--- src/rtl/input_conditioner.sv ---
// input_conditioner: N-channel button front end with sync, debounce, edge pulses and hold-to-repeat
module input_conditioner #(
  parameter int N_CH = 3,
  parameter int DB_CYCLES = 1_000_000,
  parameter int REPEAT_DELAY = 30_000_000,
  parameter int REPEAT_PERIOD = 5_000_000,
  parameter logic [N_CH-1:0] INVERT = '0
) (
  input  logic            clk_100MHz,
  input  logic            reset,
  input  logic [N_CH-1:0] btn_in,
  output logic [N_CH-1:0] btn_level,
  output logic [N_CH-1:0] btn_rise,
  output logic [N_CH-1:0] btn_fall,
  output logic [N_CH-1:0] btn_repeat
);
  localparam int CW = $clog2(DB_CYCLES + 1);
  localparam int RMAX = REPEAT_DELAY > REPEAT_PERIOD ? REPEAT_DELAY : REPEAT_PERIOD;
  localparam int RW = $clog2(RMAX + 1);
  localparam logic [CW-1:0] DB_LAST = CW'(DB_CYCLES - 1);
  localparam logic [RW-1:0] DELAY_LAST = RW'(REPEAT_DELAY - 1);
  localparam logic [RW-1:0] PERIOD_LAST = RW'(REPEAT_PERIOD - 1);
  typedef enum logic [1:0] {IDLE, DELAY, RPT} rstate_e;
  if (DB_CYCLES < 1 || REPEAT_PERIOD < 1 || N_CH < 1) begin : g_bad_params
    $error("input_conditioner: DB_CYCLES, REPEAT_PERIOD and N_CH must all be >= 1");
  end
  for (genvar c = 0; c < N_CH; c++) begin : g_ch
    logic s1_q, s1_d, s2_q, s2_d, flip;
    logic level_q, level_d, rise_q, rise_d, fall_q, fall_d, rep_q, rep_d;
    logic [CW-1:0] cnt_q, cnt_d;
    logic [RW-1:0] rcnt_q, rcnt_d;
    rstate_e state_q, state_d;
    always_comb begin
      s1_d = btn_in[c] ^ INVERT[c];
      s2_d = s1_q;
      flip = (s2_q != level_q) && (cnt_q == DB_LAST);
      cnt_d = (s2_q == level_q || flip) ? '0 : cnt_q + 1'b1;
      level_d = flip ? s2_q : level_q;
      rise_d = flip & s2_q;
      fall_d = flip & ~s2_q;
      state_d = state_q;
      rcnt_d = rcnt_q + 1'b1;
      rep_d = 1'b0;
      // a release always wins over a repeat falling due in the same cycle
      if (fall_d) begin
        state_d = IDLE;
        rcnt_d = '0;
      end else if (rise_d) begin
        rep_d = 1'b1;
        state_d = (REPEAT_DELAY == 0) ? IDLE : DELAY;
        rcnt_d = '0;
      end else if (state_q == DELAY && rcnt_q == DELAY_LAST) begin
        rep_d = 1'b1;
        state_d = RPT;
        rcnt_d = '0;
      end else if (state_q == RPT && rcnt_q == PERIOD_LAST) begin
        rep_d = 1'b1;
        rcnt_d = '0;
      end else if (state_q == IDLE) begin
        rcnt_d = '0;
      end
    end
    always_ff @(posedge clk_100MHz) begin
      if (reset) begin
        s1_q <= 1'b0;
        s2_q <= 1'b0;
        cnt_q <= '0;
        level_q <= 1'b0;
        rise_q <= 1'b0;
        fall_q <= 1'b0;
        rep_q <= 1'b0;
        rcnt_q <= '0;
        state_q <= IDLE;
      end else begin
        s1_q <= s1_d;
        s2_q <= s2_d;
        cnt_q <= cnt_d;
        level_q <= level_d;
        rise_q <= rise_d;
        fall_q <= fall_d;
        rep_q <= rep_d;
        rcnt_q <= rcnt_d;
        state_q <= state_d;
      end
    end
    assign btn_level[c] = level_q;
    assign btn_rise[c] = rise_q;
    assign btn_fall[c] = fall_q;
    assign btn_repeat[c] = rep_q;
  end
endmodule
--- config.mk ---
export PLATFORM = sky130hd
export DESIGN_NAME = input_conditioner
export DESIGN_NICKNAME = d
export VERILOG_FILES = /design/src/rtl/input_conditioner.sv
export SDC_FILE = /design/constraint.sdc
export NUM_CORES = 1
export LEC_CHECK = 0
export BUFFER_PORTS_ARGS = -buffer_cell sky130_fd_sc_hd__buf_2
export CELL_PAD_IN_SITES_DETAIL_PLACEMENT = 0
export CELL_PAD_IN_SITES_GLOBAL_PLACEMENT = 2
export CORE_MARGIN = 10
export CORE_UTILIZATION = 36
export CTS_BUF_LIST = sky130_fd_sc_hd__clkbuf_16
export DETAILED_ROUTE_END_ITERATION = 6
export PLACE_DENSITY = 0.74
export SLEW_MARGIN = 15
export SYNTH_ARGS = -nofsm -noshare
export SYNTH_HDL_FRONTEND = slang
export SYNTH_SLANG_ARGS = --single-unit
export TNS_END_PERCENT = 50
--- constraint.sdc ---
create_clock -name clk_100MHz -period 2.08 [get_ports clk_100MHz]
set_clock_uncertainty 0.15 [all_clocks]
set_input_delay 0.312 -clock clk_100MHz [delete_from_list [all_inputs] [get_ports clk_100MHz]]
set_output_delay 0.312 -clock clk_100MHz [all_outputs]
set_load 0.05 [all_outputs]
==> results.md, run 1 <==
- Status: finished, violations left
- Failing checks: setup timing
- Die span in y: 162 microns
- Nets@finish: between 800 and 900
- Worst VDD drop: between 500 and 600 uV
- Worst-Skew Late Latency: 0.43 ns
- Layout cell share with drive strength beyond 1: 0.188
- Kind of critical path: register to register
- Worst slew pin tran: 0.482 ns
- Fin. Hold Viols: 0
- Syn Nets: 822
- Post-layout min period: 2.08 ns
- Total CTS buffers: 17
- Post-synthesis sequential area ratio: 0.441
- DR vias/cell: 4.96
- Antenna Nets Post-Route: 0
- FF-to-FF path depth: 6
- YS warnings: 0
- F_max: between 400 and 500 MHz
- H-Tree Depth: 4
- Post-synth top area cell: dfxtp_1
- Final setup TNS: -0.00216 ns
- Psw: approximately 1.3 mW
- DP Wirelength: roughly 11 mm
- Die W: 162 microns
- First-pass DRT Iterations: 4
- First-pass GRT wire length: roughly 27 mm
- Switch share: 0.204
- Sequential Power Share: 0.481
- Iter 0 DRT Violations: 298
- Prevailing post-synth register cell: dfxtp_1
- Internal: 5.07 mW
- RSZ-0062 raised after global routing: true
- Synth Area per Inst: 8.90 sq um
- Residual DRC count: 0
- Hold path cells: 3
- Slew headroom: 0.674
- Multi-input logic area: slightly below 4000 sq um
- Final setup vio count: 1
- CTS tree: yes
- Power share of the combinational group: 0.013
- #FFs+latches synth: 159
- Min-delay src: reset
- P per Cell Area: 724 nW/um^2
- Number of antenna violations at the first check in global routing: 1
- Mapped Cells: slightly above 800
- Final wirelength: 15.9 mm
- Core Util, Final: 0.449
- Dpl ws: -0.228 ns
- Area after DPL: 7850 sq um
- Req. time, crit path: roughly 2.3 ns
- Critical path arrival: 2.26 ns
- Hold Path Class: primary input to register
- # clock sinks: approximately 160
- Tot GR Track Use: 0.123
- Most frequent cells after synthesis: dfxtp_1 (159), nor2_1 (148), xnor2_1 (69)
- Gr ovfl total: 0
- DIE AREA: roughly 26000 sq um
- # diodes: 0
- Vias in the first global route: approximately 5500
- Hold path endpoint: g_ch[0].state_q[1]
- Initial Utilization: 0.368
- Leakage: roughly 2.8 nW
- Top cell type's share of synthesized area: 0.441
- Core area: 19600 sq um
- Port bufs: 16
- Non-filler cells, final: 1155
- Power, Total: 6.37 mW
- Reg-to-reg setup timing slack: -0.002 ns
- Sequential cell area: 3180 sq um
- Final Cycle Share: 1.00
- Asr flop ratio synth: 0
- Gp weighted congestion: around 0.8
- Area contributors post-synth: dfxtp_1 (44%), xnor2_1 (8.4%), nor2_1 (7.7%)
- Slew Viols, Final: 0
- Pin count of the biggest net entering global routing: 26
- Vias: 5732
- CP Max Fanout: 12
- Fillers: 1910
- Clock Path Buffers: 2
- Cell Area, Synth: 7220 sq um
- Max_cap viols: 0
- CP Launch Type: register
- Worst R2R Start: g_ch[0].rcnt_q[12]
- Most common cell in the netlist: dfxtp_1
- Area grow syn2layout: 21.9%
- Clock root buffer: clkbuf_16
- Post-Place Cells: 1111
- Drt wl/cell: 13.8 microns
- Fin area: approximately 8800 sq um
- R2r endpoint: g_ch[0].rcnt_q[12]
- Worst hold slack: around 0.16 ns
- Clock transition at the registers of the reported paths: approximately 0.060 ns
- Final worst slack: -0.00216 ns
- Clk network pwr share: 0.507
- Post-synth EDFFs: 0
- Rows: 51
- Critical Path Sink Type: register
- Yosys cell types: 59
- # IOs: 17
[power groups by stage]
stage                     Clock [mW]  Sequential [mW]  Combinational, mW
final                           3.23             3.06             0.0818
after global routing            3.45             3.06             0.0909
after CTS                       3.33             3.06             0.0822
after detailed placement           0             3.13             0.0760
after global placement             0             3.13             0.0746
after floorplan                    0             3.13             0.0407
[per-layer routing]
layer  track usage  wire length [microns]  part of all wire
met1         0.162                   7870              0.49
met2         0.189                   7370              0.46
met3        0.0313                    469             0.029
met4        0.0467                    234             0.015
met5             0                      0                 0
[repair_timing]
action	4_1_cts	5_1_grt
gates resized for setup	8	33
cloned	3	2
endpoints found under the hold margin	3	0
hold buffers	3	0
pin swaps	3	16
endpoints found under the setup margin	50	124
buffers inserted	0	4
[worst max-delay path, stage by stage (launching register included)]
cell and delay [ns]:
dfxtp_2 0.32, or4_4 0.54, nor4b_4 0.31, o2111ai_2 0.23
nand3_4 0.18, clkbuf_16 0.19, nor2_1 0.05
[worst max path at each step]
stage | startpoint | endpoint | slack [ns] | cells after the start
2_1_floorplan | g_ch[1].cnt_q[0] | g_ch[1].rcnt_q[20] | 0.06 | 7
3_3_place_gp | g_ch[2].rcnt_q[1] | g_ch[2].rcnt_q[18] | -0.12 | 6
3_5_place_dp | g_ch[2].rcnt_q[1] | g_ch[2].rcnt_q[17] | -0.23 | 6
4_1_cts | g_ch[1].cnt_q[1] | g_ch[1].rcnt_q[8] | 0.009 | 7
5_1_grt | g_ch[0].rcnt_q[12] | g_ch[0].rcnt_q[4] | -0.1 | 6
6_report | g_ch[0].rcnt_q[12] | g_ch[0].rcnt_q[12] | -0.002 | 6
[layout by cell type (no fill, tap or decap), drive strengths merged, types with 5 or more instances in the layout]
cell type  Yosys  layout
ha             6       6
xor2          54      54
inv           23      26
xnor2         69      69
buf           26      74
clkbuf         9      19
nor3          22      22
nand4         26      26
clkinv         0       5
nand3         61      61
nor4          26      26
nor2         168     168
and4          16      16
nor4b          7       7
nor2b         11      11
and3          19      19
nand2         47      47
a21oi          5       5
dfxtp        159     159
[cells by family (layout without fill, tap and decap cells)]
group / after synthesis / in the layout / synth area share
adders and majority gates: 6 / 6 / 0.0104
muxes: 1 / 1 / 0.00139
DFF: 159 / 159 / 0.441
buffers and inverters: 58 / 134 / 0.0473
xor gates and xnor gates: 123 / 123 / 0.149
AOI/OAI and AO/OA: 25 / 25 / 0.0243
and+or+nand+nor: 439 / 442 / 0.326
[flip-flops by register name, summed over array words and instances, names as in the netlist]
name,cells
g_ch.rcnt_q,75
g_ch.cnt_q,60
g_ch.state_q,6
g_ch.fall_q,3
g_ch.level_q,3
g_ch.rep_q,3
g_ch.rise_q,3
g_ch.s1_q,3
g_ch.s2_q,3
[layout make-up]
class,count,share of cell area
repair buffers,79,0.0763
clock buffers,17,0.0484
flip-flops and latches,159,0.362
clock inverters,15,0.0203
inverters,23,0.00982
well taps,265,0.0377
multi-input cells,597,0.445
Note: power is estimated with default switching activity, not from simulation.
==> run 2: changes to the inputs <==
- CORE_UTILIZATION: 36 -> 39
- PLACE_DENSITY: 0.74 -> 0.76
- REMOVE_ABC_BUFFERS: not set -> 1
- clock period: 2.08 -> 2.1 ns (I/O delays scaled with it)
==> run 2 against run 1 <==
Net effect:
- hold slack got worse by 0.022 ns
- highest routed layer unchanged
- worst setup slack improved by 0.071 ns
- fmax increased by 2.5%
- largest cell class unchanged
- wire length decreased by 5.8%
- via count decreased by 2.6%
- sequential power about the same
- the flow now finishes without violations
- die area decreased by 6.8%
==> results.md, run 2 (synthesis results as in run 1) <==
- Iter 0 DRT Violations: 192 (was 298)
- Final wirelength: 15.0 mm (was 15.9 mm)
- Worst slew pin tran: 0.546 ns (was 0.482 ns)
- Initial Utilization: 0.399 (was 0.368)
- Fin. Hold Viols: 0 (unchanged)
- Die W: 156 microns (was 162 microns)
- Number of flip-flops in the largest register: 75 (unchanged)
- Tot GR Track Use: 0.127 (was 0.123)
- Leakage: 2.79 nW (was 2.84 nW)
- Core Util, Final: 0.479 (was 0.449)
- # diodes: 0 (unchanged)
- Critical path arrival: 2.19 ns (was 2.26 ns)
- Area after DPL: 7780 sq um (was 7850 sq um)
- RSZ-0062 raised after global routing: true (unchanged)
- Nets@finish: 882 (was 888)
- Total CTS buffers: 17 (unchanged)
- Layout cell share with drive strength beyond 1: 0.179 (was 0.188)
- Core area: 18100 sq um (was 19600 sq um)
- DIE AREA: 24300 sq um (was 26100 sq um)
- Dpl ws: -0.213 ns (was -0.228 ns)
- Die span in y: 156 microns (was 162 microns)
- Final Cycle Share: 0.967 (was 1.00)
- Vias: 5584 (was 5732)
- Fin area: 8650 sq um (was 8790 sq um)
- Slew headroom: 0.631 (was 0.674)
- # IOs: 17 (unchanged)
- Slew Viols, Final: 0 (unchanged)
- H-Tree Depth: 4 (unchanged)
- Largest registers: g_ch.rcnt_q (75), g_ch.cnt_q (60), g_ch.state_q (6) (unchanged)
- Port bufs: 16 (unchanged)
- Final setup vio count: 0 (was 1)
- Max_cap viols: 0 (unchanged)
- Hold Path Class: primary input to register (unchanged)
- Final worst slack: 0.0688 ns (was -0.00216 ns)
- CP Launch Type: register (unchanged)
- Rows: 49 (was 51)
- Clock root buffer: clkbuf_16 (unchanged)
- Critical Path Sink Type: register (unchanged)
- Final setup TNS: 0 ns (was -0.00216 ns)
- P per Cell Area: 739 nW/um^2 (was 724 nW/um^2)
- Gp weighted congestion: 0.786 (was 0.819)
- Fillers: 1691 (was 1910)
- F_max: 492 MHz (was 480 MHz)
- CP Max Fanout: 5 (was 12)
- Antenna Nets Post-Route: 0 (unchanged)
- Gr ovfl total: 0 (unchanged)
- Clock transition at the registers of the reported paths: 0.06 ns (about the same)
- DR vias/cell: 5.03 (was 4.96)
- Drt wl/cell: 13.5 microns (was 13.8 microns)
- Vias in the first global route: 5571 (was 5512)
- Status: completed (was finished, violations left)
- Clock Path Buffers: 2 (unchanged)
- CTS tree: yes (unchanged)
- Area grow syn2layout: 19.9% (was 21.9%)
- First-pass GRT wire length: 25.9 mm (was 26.7 mm)
- Power, Total: 6.40 mW (was 6.37 mW)
- Largest reg by FF count: g_ch.rcnt_q (unchanged)
- Worst-Skew Late Latency: 0.42 ns (was 0.43 ns)
- Worst VDD drop: 509 uV (was 522 uV)
- Residual DRC count: 0 (unchanged)
- Req. time, crit path: 2.26 ns (about the same)
- # clock sinks: 159 (unchanged)
- First-pass DRT Iterations: 4 (unchanged)
- Post-layout min period: 2.03 ns (was 2.08 ns)
- DP Wirelength: 10.6 mm (was 10.7 mm)
- Kind of critical path: register to register (unchanged)
- Pin count of the biggest net entering global routing: 26 (unchanged)
- Commonest cells after routing, fill and taps aside: dfxtp_1 (156), nor2_1 (148), xnor2_1 (69) (was dfxtp_1 (158), nor2_1 (140), xnor2_1 (69))
- Number of antenna violations at the first check in global routing: 0 (was 1)
- Commonest non-fill, non-tap cell in the layout: dfxtp_1 (unchanged)
[run 2: cell types whose count changed in the layout (fill, tap and decap cells not counted), sizes merged]
cell,change
inv,-1
bufinv,+1
nand2,+1
clkinv,-2
buf,-4
or4b,-3
[run 2: power by group]
group	internal, mW	switching (mW)	total [mW]
Clock	2.08	1.21	3.29
Combinational	0.0327	0.0419	0.0746
Sequential	3.03	0.00670	3.03
[run 2: worst max-delay path, cell delays in order, from the launching register on]
cell and delay, ns:
dfxtp_2 0.32, inv_2 0.04, or4_4 0.56, a2111oi_4 0.37, or4b_4 0.28, clkbuf_16 0.18
nor2_4 0.04
[run 2: what timing repair did]
action	4_1_cts	5_1_grt
pin swaps	1	9
endpoints found under the hold margin	3	0
endpoints found under the setup margin	74	119
hold buffers	3	0
gates resized for setup	8	22
buffers inserted	0	2
cloned	0	4
[run 2: path summary, 6_finish.rpt]
check	startpoint	endpoint	slack, ns	depth (start not counted)
hold / removal	reset	g_ch[0].level_q	0.14	3
setup reg to reg	g_ch[2].rcnt_q[22]	g_ch[2].rcnt_q[8]	0.07	6
setup / recovery	g_ch[2].rcnt_q[22]	g_ch[2].rcnt_q[8]	0.07	6
hold reg to reg	g_ch[1].s1_q	g_ch[1].s2_q	0.29	1
[run 2: layer usage]
metal / global-route usage / part of all wire / up-vias
li1: - / - / 2881
met1: 0.160 / 0.49 / 2643
met2: 0.205 / 0.47 / 49
met3: 0.0347 / 0.025 / 11
met4: 0.0459 / 0.012 / 0
met5: 0 / 0 / -
[run 2: metrics by stage]
step,cells,hold WS (ns)
5_1_grt,1111,0.141
2_1_floorplan,776,0.234
3_5_place_dp,1072,0.287
6_report,1111,0.136
4_1_cts,1105,0.136
3_3_place_gp,1072,0.268
[run 2: cell type report]
| type | instances | area [sq um] | share of cell area |
|---|---|---|---|
| Timing Repair Buffer | 75 | 648 | 0.0749 |
| Sequential cell | 159 | 3190 | 0.368 |
| Inverter | 23 | 86.3 | 0.00998 |
| Multi-Input combinational cell | 595 | 3820 | 0.442 |
| Tap cell | 229 | 287 | 0.0331 |
| Clock buffer | 17 | 425 | 0.0492 |
| Clock inverter | 13 | 199 | 0.0230 |
==> run 3: changes to the inputs <==
- CELL_PAD_IN_SITES_DETAIL_PLACEMENT: 0 -> 1
- CORE_UTILIZATION: 39 -> 36
- PLACE_DENSITY: 0.76 -> 0.74
- RECOVER_POWER: not set -> 100
- clock period: 2.1 -> 1.6 ns (I/O delays scaled with it)
==> run 3 against run 2 <==
Net effect:
- the run now ends with setup timing left
- clock power increased by 16%
- sequential cell count unchanged
- fmax is 0.19% higher
- first-iteration DRC count rose by 6.8%
- final cell count rose by 19%
- sequential share of layout area decreased by 6.9 points
- global-route usage increased by 2.9 points
- combinational power is 120% higher
- worst setup slack worse by 0.50 ns
- critical endpoint is now g_ch[0].rcnt_q[12]
- largest cell class unchanged
- largest power group is now registers
==> results.md, run 3 (synthesis results as in run 1) <==
- Fin. Hold Viols: 0 (unchanged)
- Die W: 162 microns (was 156 microns)
- Clock root buffer: clkbuf_16 (unchanged)
- CP Launch Type: register (unchanged)
- Critical Path Sink Type: register (unchanged)
- # diodes: 0 (unchanged)
- Reg-to-reg setup timing slack: -0.43 ns (was 0.07 ns)
- R2r endpoint: g_ch[0].rcnt_q[12] (was g_ch[2].rcnt_q[8])
- Port bufs: 16 (unchanged)
- Tot GR Track Use: 0.157 (was 0.127)
- CP Max Fanout: 12 (was 5)
- First-pass DRT Iterations: 4 (unchanged)
- Largest registers: g_ch.rcnt_q (75), g_ch.cnt_q (60), g_ch.state_q (6) (unchanged)
- Min-delay src: g_ch[1].s1_q (was reset)
- Sequential Power Share: 0.500 (was 0.474)
- Clock transition at the registers of the reported paths: 0.06 ns (about the same)
- Clock Path Buffers: 2 (unchanged)
- Residual DRC count: 0 (unchanged)
- # clock sinks: 159 (unchanged)
- # IOs: 17 (unchanged)
- Final Cycle Share: 1.27 (was 0.967)
- Drt wl/cell: 16.4 microns (was 13.5 microns)
- Commonest cells after routing, fill and taps aside: buf_4 (204), dfxtp_1 (141), nor2_1 (108) (was dfxtp_1 (156), nor2_1 (148), xnor2_1 (69))
- Hold path endpoint: g_ch[1].s2_q (was g_ch[0].level_q)
- Antenna Nets Post-Route: 0 (unchanged)
- Highest Signal Layer: met4 (unchanged)
- Gp weighted congestion: 0.846 (was 0.786)
- Number of antenna violations at the first check in global routing: 0 (unchanged)
- Total CTS buffers: 17 (unchanged)
- DR vias/cell: 4.99 (was 5.03)
- Met3 wire length: 445 microns (was 373 microns)
- P per Cell Area: 741 nW/um^2 (was 739 nW/um^2)
- Post-layout min period: 2.03 ns (about the same)
- Largest reg by FF count: g_ch.rcnt_q (unchanged)
- Area grow syn2layout: 48.9% (was 19.9%)
- Die span in y: 162 microns (was 156 microns)
- DIE AREA: 26100 sq um (was 24300 sq um)
- Req. time, crit path: 1.77 ns (was 2.26 ns)
- Post-Place Cells: 1266 (was 1072)
- Final setup vio count: 153 (was 0)
- Non-filler cells, final: 1322 (was 1111)
- Final worst slack: -0.427 ns (was 0.0688 ns)
- FF-to-FF path depth: 6 (unchanged)
- Vias in the first global route: 7229 (was 5571)
- Worst-Skew Late Latency: 0.42 ns (about the same)
- Vias: 6593 (was 5584)
- First-pass GRT wire length: 34.2 mm (was 25.9 mm)
- Iter 0 DRT Violations: 205 (was 192)
- Max_cap viols: 0 (unchanged)
- Number of flip-flops in the largest register: 75 (unchanged)
- Hold Path Class: register to register (was primary input to register)
- Hold path cells: 1 (was 3)
- Initial Utilization: 0.368 (was 0.399)
- Gr ovfl total: 0 (unchanged)
- Met1 Routed Length: 8.77 mm (was 7.39 mm)
- Worst slew pin tran: 0.953 ns (was 0.546 ns)
- Slew Viols, Final: 0 (unchanged)
- CTS tree: yes (unchanged)
- Status: finished, violations left (was completed)
- Critical path arrival: 2.19 ns (about the same)
- Rows: 51 (was 49)
- RSZ-0062 raised after global routing: true (unchanged)
- Nets@finish: 1055 (was 882)
- Power share of the combinational group: 0.020 (was 0.012)
- WL met2: 12.1 mm (was 7.08 mm)
- Core area: 19600 sq um (was 18100 sq um)
- Failing checks: setup timing
- Internal: 6.17 mW (was 5.14 mW)
- DP Wirelength: 14.4 mm (was 10.6 mm)
- Psw: 1.80 mW (was 1.26 mW)
- Worst VDD drop: 656 uV (was 509 uV)
- Worst R2R Start: g_ch[0].rcnt_q[12] (was g_ch[2].rcnt_q[22])
- Layout cell share with drive strength beyond 1: 0.403 (was 0.179)
- Switch share: 0.226 (was 0.196)
- H-Tree Depth: 4 (unchanged)
- Commonest non-fill, non-tap cell in the layout: buf_4 (was dfxtp_1)
- F_max: 493 MHz (was 492 MHz)
- Kind of critical path: register to register (unchanged)
- Leakage: 3.82 nW (was 2.79 nW)
- Pin count of the biggest net entering global routing: 26 (unchanged)
- Final wirelength: 21.6 mm (was 15.0 mm)
- Power, Total: 7.96 mW (was 6.40 mW)
- Clk network pwr share: 0.480 (was 0.514)
- Final setup TNS: -48.57 ns (was 0 ns)
- Slew headroom: 0.365 (was 0.631)
[run 3: changes by cell type in the layout (fill, tap and decap cells not counted), sizes merged]
cell	previous run	this run
clkinvlp	3	5
buf	70	225
clkinv	3	5
nand2	48	47
inv	25	27
clkbuf	19	38
bufinv	5	1
[run 3: per-layer routing]
| metal | up-vias | track usage |
|---|---|---|
| li1 | 3224 | - |
| met1 | 3271 | 0.167 |
| met2 | 67 | 0.298 |
| met3 | 31 | 0.0318 |
| met4 | 0 | 0.0521 |
| met5 | - | 0 |
[run 3: metrics by stage]
stage	area [sq um]	utilization	hold WS (ns)	setup slack, ns
after detailed placement	9030	0.461	0.281	-0.544
final	10700	0.548	0.294	-0.427
after global placement	9030	0.461	0.273	-0.373
after CTS	10100	0.515	0.120	-0.376
after global routing	10700	0.548	0.318	-0.485
after floorplan	6960	-	0.159	-0.542
[run 3: worst max-delay path: stages (launching register included)]
cell and delay (ns):
dfxtp_2 0.32, or4_4 0.53, nor4b_4 0.29, o2111ai_2 0.22
nand3_4 0.17, clkbuf_16 0.18, nor2_1 0.05
[run 3: final cells by class]
| cell class | instances | area (sq um) |
|---|---|---|
| repair buffers | 249 | 2060 |
| clock inverters | 15 | 124 |
| inverters | 23 | 86.3 |
| multi-input cells | 594 | 4500 |
| well taps | 265 | 332 |
| fillers | 2231 | 8850 |
| flip-flops and latches | 159 | 3210 |
| clock buffers | 17 | 425 |
[run 3: timing repair]
item,in CTS,in global routing
gates resized for setup,91,122
cloned,3,5
hold endpoints to repair,3,0
hold buffers,3,0
pin swaps,30,59
setup buffers,6,8
endpoints found under the setup margin,154,155
[run 3: worst max-delay path by stage]
stage	slack (ns)	cells past startpoint	to	start
after global routing	-0.48	6	g_ch[0].rcnt_q[24]	g_ch[0].rcnt_q[12]
after global placement	-0.37	6	g_ch[0].rcnt_q[13]	g_ch[0].rcnt_q[12]
after floorplan	-0.54	3	g_ch[2].cnt_q[10]	g_ch[2].level_q
after detailed placement	-0.54	6	g_ch[2].rcnt_q[2]	g_ch[2].rcnt_q[24]
final	-0.43	6	g_ch[0].rcnt_q[12]	g_ch[0].rcnt_q[12]
after CTS	-0.38	7	g_ch[2].rcnt_q[11]	g_ch[2].cnt_q[6]
[run 3: power by group through the flow]
stage | logic (mW) | clock network (mW) | registers, mW
after CTS | 0.131 | 3.94 | 3.98
after detailed placement | 0.105 | 0 | 4.07
after global routing | 0.172 | 4.11 | 3.98
after floorplan | 0.0407 | 0 | 4.07
after global placement | 0.102 | 0 | 4.07
final | 0.162 | 3.82 | 3.98
